`src/rtl/mini_ram_arb.sv`:
```
// mini_ram_arb: two-port arbiter in front of a single-port sync RAM.
// Round-robin or fixed priority, bounded burst lock, 1-cycle read return.
module mini_ram_arb #(
  parameter int ADDR_BITS = 8,
  parameter int DATA_BITS = 8,
  parameter int MAX_BURST = 4
) (
  input  logic                 clk,
  input  logic                 rst_n,
  input  logic                 cfg_fixed_pri,
  input  logic                 p0_req,
  input  logic                 p0_we,
  input  logic                 p0_lock,
  input  logic [ADDR_BITS-1:0] p0_addr,
  input  logic [DATA_BITS-1:0] p0_wdata,
  output logic                 p0_gnt,
  output logic                 p0_rvalid,
  output logic [DATA_BITS-1:0] p0_rdata,
  input  logic                 p1_req,
  input  logic                 p1_we,
  input  logic                 p1_lock,
  input  logic [ADDR_BITS-1:0] p1_addr,
  input  logic [DATA_BITS-1:0] p1_wdata,
  output logic                 p1_gnt,
  output logic                 p1_rvalid,
  output logic [DATA_BITS-1:0] p1_rdata,
  output logic                 ram_ce,
  output logic                 ram_we,
  output logic [ADDR_BITS-1:0] ram_addr,
  output logic [DATA_BITS-1:0] ram_din,
  input  logic [DATA_BITS-1:0] ram_dout
);

  localparam logic [3:0] MAXB = 4'(MAX_BURST);

  logic       last_gnt_q, last_gnt_d;
  logic       owner_vld_q, owner_vld_d;
  logic       owner_q, owner_d;
  logic [3:0] burst_cnt_q, burst_cnt_d;
  logic       rd_pend_q, rd_pend_d;
  logic       rd_port_q, rd_port_d;

  logic gnt_any;
  logic sel;
  logic own_req;
  logic lock_act;
  logic lock_g;

  // Grant selection; gated by rst_n so nothing is granted in reset
  always_comb begin
    own_req  = owner_q ? p1_req : p0_req;
    lock_act = owner_vld_q && (burst_cnt_q < MAXB) && own_req;
    gnt_any  = rst_n && (p0_req || p1_req);
    sel      = 1'b0;
    priority case (1'b1)
      !p1_req:       sel = 1'b0;
      !p0_req:       sel = 1'b1;
      lock_act:      sel = owner_q;
      cfg_fixed_pri: sel = 1'b0;
      default:       sel = ~last_gnt_q;
    endcase
    lock_g = sel ? p1_lock : p0_lock;
  end

  // RAM drive and per-port grant / read return
  always_comb begin
    p0_gnt    = gnt_any && !sel;
    p1_gnt    = gnt_any && sel;
    ram_ce    = gnt_any;
    ram_we    = gnt_any && (sel ? p1_we : p0_we);
    ram_addr  = (gnt_any && sel) ? p1_addr : p0_addr;
    ram_din   = (gnt_any && sel) ? p1_wdata : p0_wdata;
    p0_rvalid = rd_pend_q && !rd_port_q;
    p1_rvalid = rd_pend_q && rd_port_q;
    p0_rdata  = ram_dout;
    p1_rdata  = ram_dout;
  end

  // Next-state for history, lock ownership and pending read
  always_comb begin
    last_gnt_d  = last_gnt_q;
    owner_vld_d = owner_vld_q;
    owner_d     = owner_q;
    burst_cnt_d = burst_cnt_q;
    rd_pend_d   = gnt_any && !ram_we;
    rd_port_d   = sel;
    if (owner_vld_q && !own_req) owner_vld_d = 1'b0;
    if (gnt_any) begin
      last_gnt_d = sel;
      if (lock_g) begin
        owner_vld_d = 1'b1;
        owner_d     = sel;
        if (owner_vld_q && owner_q == sel)
          burst_cnt_d = (burst_cnt_q >= MAXB) ? MAXB : burst_cnt_q + 4'd1;
        else
          burst_cnt_d = 4'd1;
      end else if (owner_vld_q) begin
        // owner released, or the other port took over after a full burst
        owner_vld_d = 1'b0;
      end
    end
  end

  // State registers
  always_ff @(posedge clk or negedge rst_n) begin
    if (!rst_n) begin
      last_gnt_q  <= 1'b1;
      owner_vld_q <= 1'b0;
      owner_q     <= 1'b0;
      burst_cnt_q <= 4'd0;
      rd_pend_q   <= 1'b0;
      rd_port_q   <= 1'b0;
    end else begin
      last_gnt_q  <= last_gnt_d;
      owner_vld_q <= owner_vld_d;
      owner_q     <= owner_d;
      burst_cnt_q <= burst_cnt_d;
      rd_pend_q   <= rd_pend_d;
      rd_port_q   <= rd_port_d;
    end
  end

endmodule

```
`config.mk`:
```
export PLATFORM = sky130hd
export DESIGN_NAME = mini_ram_arb
export DESIGN_NICKNAME = d
export VERILOG_FILES = /design/src/rtl/mini_ram_arb.sv
export SDC_FILE = /design/constraint.sdc
export NUM_CORES = 1
export LEC_CHECK = 0
export ABC_AREA = 1
export ABC_CLOCK_PERIOD_IN_PS = 1800
export BUFFER_PORTS_ARGS = -buffer_cell sky130_fd_sc_hd__buf_2
export CORE_UTILIZATION = 35
export CTS_CLUSTER_SIZE = 16
export DETAILED_ROUTE_END_ITERATION = 8
export GPL_TIMING_DRIVEN = 1
export PLACE_DENSITY = 0.79
export SLEW_MARGIN = 30
export SYNTH_ARGS = -nofsm -noshare
export SYNTH_HDL_FRONTEND = slang
export SYNTH_SLANG_ARGS = --single-unit
```
`constraint.sdc`:
```
create_clock -name clk -period 1.8 [get_ports clk]
set_input_delay 0.36 -clock clk [delete_from_list [all_inputs] [get_ports clk]]
set_output_delay 0.36 -clock clk [all_outputs]
set_load 0.005 [all_outputs]
```
* Word level (Yosys, flattened, before mapping)
Index checks and enable logic that the tools add are counted.
** Word-level totals
- Register bits :: 9
- Latch bits :: 0
- RAM bits :: 0
- Bits in read-only memories :: 0
- Input port bits :: 49
- Output and inout bits :: 38
- Word-level logic and storage cells :: 43
- Memories kept :: 0
** Cells by class
- Add/subtract/negate cells :: 1
- $mul :: 0
- Div/mod/pow operators :: 0
- $lt $le $gt $ge :: 2
- Equality and inequality tests :: 1
- Shift operators :: 0
- Muxes and demuxes :: 15
- Bitwise gates (word level) :: 1
- Reductions and logical operators :: 17
** Operator list (number)
- $mux 8 :: 2
- $logic_and 1x1->1 :: 11
- $mux 1 :: 11
- $mux 4 :: 2
- $add 4x1->4 const B :: 1
- $ge 4x3->1 const B :: 1
- $logic_not 1->1 :: 4
- $lt 4x3->1 const B :: 1
- $reduce_and 2->1 :: 1
- $eq 1x1->1 :: 1
- $logic_or 1x1->1 :: 1
- $not 1->1 :: 1

* Longest topological paths before layout
- Word-level depth :: 10
- Mapped depth :: 12
- Mapped depth without buffers :: 11

* Least setup slack after synthesis
OpenSTA, ideal clock, no wires.
- Path type :: reg-to-output
- From :: reg owner_q
- To :: out ram_addr[6]
- Arrival :: 1.284 ns
- Path slack :: 0.156 ns
- Cell stages (with the launch flop) :: 13
- Path buffers :: 1
- Cell sequence :: dfrtp_1 inv_1 nand2_1 nand2_1 nand2_1 nand2_1 nand2_2 nand2_2 nor2_8 inv_4 buf_6 nand2_1 nand2_1
** Between the ends
- Cells in the longest elaborated chain, start to end :: 7
** RTL lines
- start, declared :: RTL line 38 : logic owner_q, owner_d;
- start signal, assigned :: RTL line 116 : owner_q <= owner_d;
- $mux 1 :: RTL line 51 : own_req = owner_q ? p1_req : p0_req;
- $logic_and 1x1->1 :: RTL line 52 : lock_act = owner_vld_q && (burst_cnt_q < MAXB) && own_req;
- $mux 1 * (3 in series) :: RTL line 55 : priority case (1'b1)
- $logic_and 1x1->1 * :: RTL line 71 : ram_addr = (gnt_any && sel) ? p1_addr : p0_addr;
- $mux 8 * :: RTL line 71
- end, declared :: RTL line 29 : output logic [ADDR_BITS-1:0] ram_addr,
Every way passes the cells marked *; elsewhere a longest branch is shown, timed or not.

* Worst setup path in the final report
- From :: reg burst_cnt_q[2]
- To :: out ram_din[6]
** Between the ends
- Cells in the longest elaborated chain, start to end :: 8
** RTL lines
- start, declared :: RTL line 39 : logic [3:0] burst_cnt_q, burst_cnt_d;
- start signal, assigned :: RTL line 117 : burst_cnt_q <= burst_cnt_d;
- $lt 4x3->1 :: RTL line 52
- $logic_and 1x1->1 (2 in series) :: RTL line 52
- $mux 1 (3 in series) :: RTL line 55
- $logic_and 1x1->1 :: RTL line 72 : ram_din = (gnt_any && sel) ? p1_wdata : p0_wdata;
- $mux 8 :: RTL line 72
- end, declared :: RTL line 30 : output logic [DATA_BITS-1:0] ram_din,
Every way passes these cells.

==> tab_implementation.tex <==
\begin{tabular}{lr}
\hline
Metric & Value \\
\hline
\multicolumn{2}{l}{\textbf{Drt}} \\
Initial DRC Count & 16 \\
Number of search-and-repair iterations in the first detailed-routing pass & 4 \\
Via Count & 989 \\
Overall routed net length & around 2200 um \\
Remaining antenna violation count after routing & 0 \\
Vias/cell & around 4.4 \\
Average detailed-routed wire length per instance & 9.70 um \\
DR DRC count & 0 \\
\multicolumn{2}{l}{\textbf{Finish}} \\
Final cell count without fillers & roughly 230 \\
Layout net count & 249 \\
Layout Area Growth over Synthesis & 43.1\% \\
Antenna cells & 0 \\
Final Cell Area & 1230 sq um \\
Fraction of final layout cells with drive strength greater than 1 & 47.5\% \\
\multicolumn{2}{l}{\textbf{Global route}} \\
Via count of the first global-routing pass & 860 \\
Largest net degree at the start of global routing & 18 \\
Grt ovf & 0 \\
GRT Util Overall & 16.5\% \\
Number of antenna violations at the first check in global routing & 0 \\
Wire length of the first global-routing pass & 3230 um \\
\multicolumn{2}{l}{\textbf{Floorplan}} \\
Horizontal die dimension & 51.6 um \\
Count of boundary I/O pins & 87 \\
Total die area & $\sim$2700 sq um \\
Starting density of the core & a little under two fifths \\
Num rows & 17 \\
Core Region & $\sim$2300 sq um \\
Height of the chip & 51.6 um \\
\multicolumn{2}{l}{\textbf{Placement}} \\
Half-perimeter wire length after placement & about 1700 um \\
Worst slack, placed & 17.1 ps \\
GPL Wtd Cong & $\sim$0.9 \\
Cell Area, Placed & 1130 sq um \\
Count of buffers inserted at the top-level ports & 62 \\
Placed cell count & 217 \\
\multicolumn{2}{l}{\textbf{Setup path}} \\
Largest stage delay on the critical path & just under 400 ps \\
Slowest-stage cell, CP & sky130\_fd\_sc\_hd\_\_dfrtp\_1 \\
Worst-path maximum fanout & 8 \\
Category of the worst setup path launch point & flop \\
Required time worst endpoint & 1440 ps \\
Cell occurring most often along the worst timing path & sky130\_fd\_sc\_hd\_\_nand2\_1 \\
Arr. time, crit path & 1650 ps \\
Family with the most delay on the worst path & simple AND/OR/NAND/NOR gates \\
Bufs and invs on worst path & 3 \\
Critical path type & reg2out \\
Ordered cell list for the critical path & nor2\_1 > nand3\_1 > nand2\_1 > inv\_1 > nand2\_2 > nand2\_4 > nor2\_8 > clkbuf\_16 > nand2\_1 > nand2\_1 > buf\_2 \\
Critical Path Sink Type & output port \\
\multicolumn{2}{l}{\textbf{Timing}} \\
Smallest hold slack & roughly 35 ps \\
Post-Route Setup TNS & -3170 ps \\
Worst clock skew on the final layout & 3.18 ps \\
Timing-limited maximum frequency & 0.497 GHz \\
Final slew viol count & 0 \\
Setup-violating endpoint count in the final report & 18 \\
Slew headroom & 80.2\% \\
Fraction of the cycle the final worst path needs & 112\% \\
Final hold viol count & 0 \\
Transition time of the tightest slew-check pin & 296 ps \\
Post-route worst setup slack & -211 ps \\
Minimum period implied by the final worst setup slack & 2010 ps \\
RSZ-0062 raised after global routing & yes \\
\multicolumn{2}{l}{\textbf{Clock network}} \\
Hold buffer count at CTS & 0 \\
Clock tree from TritonCTS & yes \\
Clock slew at the register clock pins of the worst setup and hold paths & 60 ps \\
Clock root cell & sky130\_fd\_sc\_hd\_\_clkbuf\_4 \\
Insertion delay to the later sink of the worst-skew pair & between 200 and 300 ps \\
Deepest clock path buffer count & 2 \\
CTS buffer count & 3 \\
Total number of clock tree sinks & 9 \\
Count of H-tree levels built during CTS & 1 \\
\multicolumn{2}{l}{\textbf{Logic synthesis}} \\
Synthesis warning total & 0 \\
Mean post-synth cell area & 6.23 sq um \\
Cell variety after synth & 18 \\
Cell types occupying the most area after synthesis & sky130\_fd\_sc\_hd\_\_nand2\_1, sky130\_fd\_sc\_hd\_\_dfrtp\_1, sky130\_fd\_sc\_hd\_\_buf\_4, sky130\_fd\_sc\_hd\_\_nand3\_1, sky130\_fd\_sc\_hd\_\_inv\_1 \\
Net count after synthesis & 188 \\
Mapped cell area & 860 sq um \\
Share of synthesized area occupied by flip-flops and latches & 26.3\% \\
Share of the synthesized area in the top cell type & 28.8\% \\
Cell type with the highest aggregate area in the netlist & sky130\_fd\_sc\_hd\_\_nand2\_1 \\
Instance count of the mapped netlist & 138 \\
Post-synthesis register bit count & 9 \\
\multicolumn{2}{l}{\textbf{Power}} \\
Areal power density over the cells & around 570 nW/um\^{}2 \\
Cell leakage power & 0.000797 uW \\
Peak supply drop & 0.000265 V \\
\multicolumn{2}{l}{\textbf{Min path}} \\
Tightest Hold Check Type & in2async \\
\multicolumn{2}{l}{\textbf{Run status}} \\
Run status & complete, but fails checks \\
Violated checks & setup timing \\
\multicolumn{2}{l}{\textbf{Job}} \\
Max-Cap Viols & 0 \\
\hline
\end{tabular}
Yosys cell counts:
| cell | number |
|---|---|
| sky130_fd_sc_hd__nand4_1 | 2 |
| sky130_fd_sc_hd__o21ai_1 | 1 |
| sky130_fd_sc_hd__nand3_2 | 1 |
| sky130_fd_sc_hd__nand3_1 | 9 |
| sky130_fd_sc_hd__nor2_1 | 9 |
| sky130_fd_sc_hd__buf_6 | 2 |
| sky130_fd_sc_hd__nor2_8 | 1 |
| sky130_fd_sc_hd__o21ai_2 | 1 |
| sky130_fd_sc_hd__nand2_1 | 66 |
| sky130_fd_sc_hd__buf_4 | 16 |
| sky130_fd_sc_hd__or2_2 | 2 |
| sky130_fd_sc_hd__ha_1 | 1 |
| sky130_fd_sc_hd__nand2_2 | 4 |
| sky130_fd_sc_hd__dfrtp_1 | 8 |
| sky130_fd_sc_hd__inv_1 | 11 |
| sky130_fd_sc_hd__dfstp_2 | 1 |
| sky130_fd_sc_hd__inv_4 | 1 |
| sky130_fd_sc_hd__a21oi_1 | 2 |
routing by layer:
metal / vias up / global-route usage (%) / part of all wire (%)
met3: 2 / 3.22 / 8.7
met4: 0 / 9.46 / 0.78
met2: 50 / 30.5 / 51
met5: - / 0 / 0
li1: 528 / - / -
met1: 409 / 17.2 / 39
path summary, 6_finish.rpt:
path                                start             end  slack (ps)  cells after the start
max                        burst_cnt_q[2]      ram_din[6]        -210                     11
min                                 rst_n       rd_port_q          40                      2
max reg2reg                burst_cnt_q[2]  burst_cnt_q[1]         120                     12
min reg2reg                    last_gnt_q      last_gnt_q         480                      2
max in group asynchronous           rst_n      last_gnt_q        1550                      2
min in group clk                    p0_we       rd_pend_q         380                      4
kinds of logic (layout without fill, tap and decap cells):
group                      after synthesis  count (layout)  synth area share (%)
and+or+nand+nor                         94              94                  47.3
buffers and inverters                   30              90                  22.1
DFF                                      9               9                  26.3
AOI/OAI and AO/OA                        4               4                  2.77
adders and majority gates                1               1                  1.46
cell type report:
cell class	instances	area, sq um
inverters	12	50.0
flip-flops and latches	9	226
multi-input cells	99	462
fillers	243	1020
repair buffers	74	430
well taps	28	35.0
clock buffers	4	26.3
power breakdown:
part / leakage (uW) / switching (uW) / internal, uW
registers: 0.000115 / 17.1 / 229
clock network: 0.0000150 / 69.7 / 85.4
logic: 0.000667 / 146 / 152
sequential cells by signal (all words and copies together) (netlist names):
register	flops
owner_vld_q	1
burst_cnt_q	4
owner_q	1
rd_pend_q	1
last_gnt_q	1
rd_port_q	1
stage by stage:
stage               utilization [%]  power, uW
floorplan                         -        421
global placement               50.0        516
detailed placement             50.0        520
CTS                            52.5        692
global route                   54.6        765
finish                         54.6        700
repair_timing:
item                                    in CTS  in global routing
pin swaps                                    1                  4
endpoints found under the setup margin      19                 19
buffers inserted                             3                  1
resized for setup                            3                  5
cloned                                       0                  1
placed cells by master (no fill, tap or decap), drive strengths merged:
cell type,count
buf,73
nand2,70
or2,2
dfrtp,8
a21oi,2
clkbuf,5
ha,1
o21ai,2
inv,12
nand3,10
nand4,2
nor2,10
dfstp,1
No activity file was read; power rests on OpenSTA's default activity.
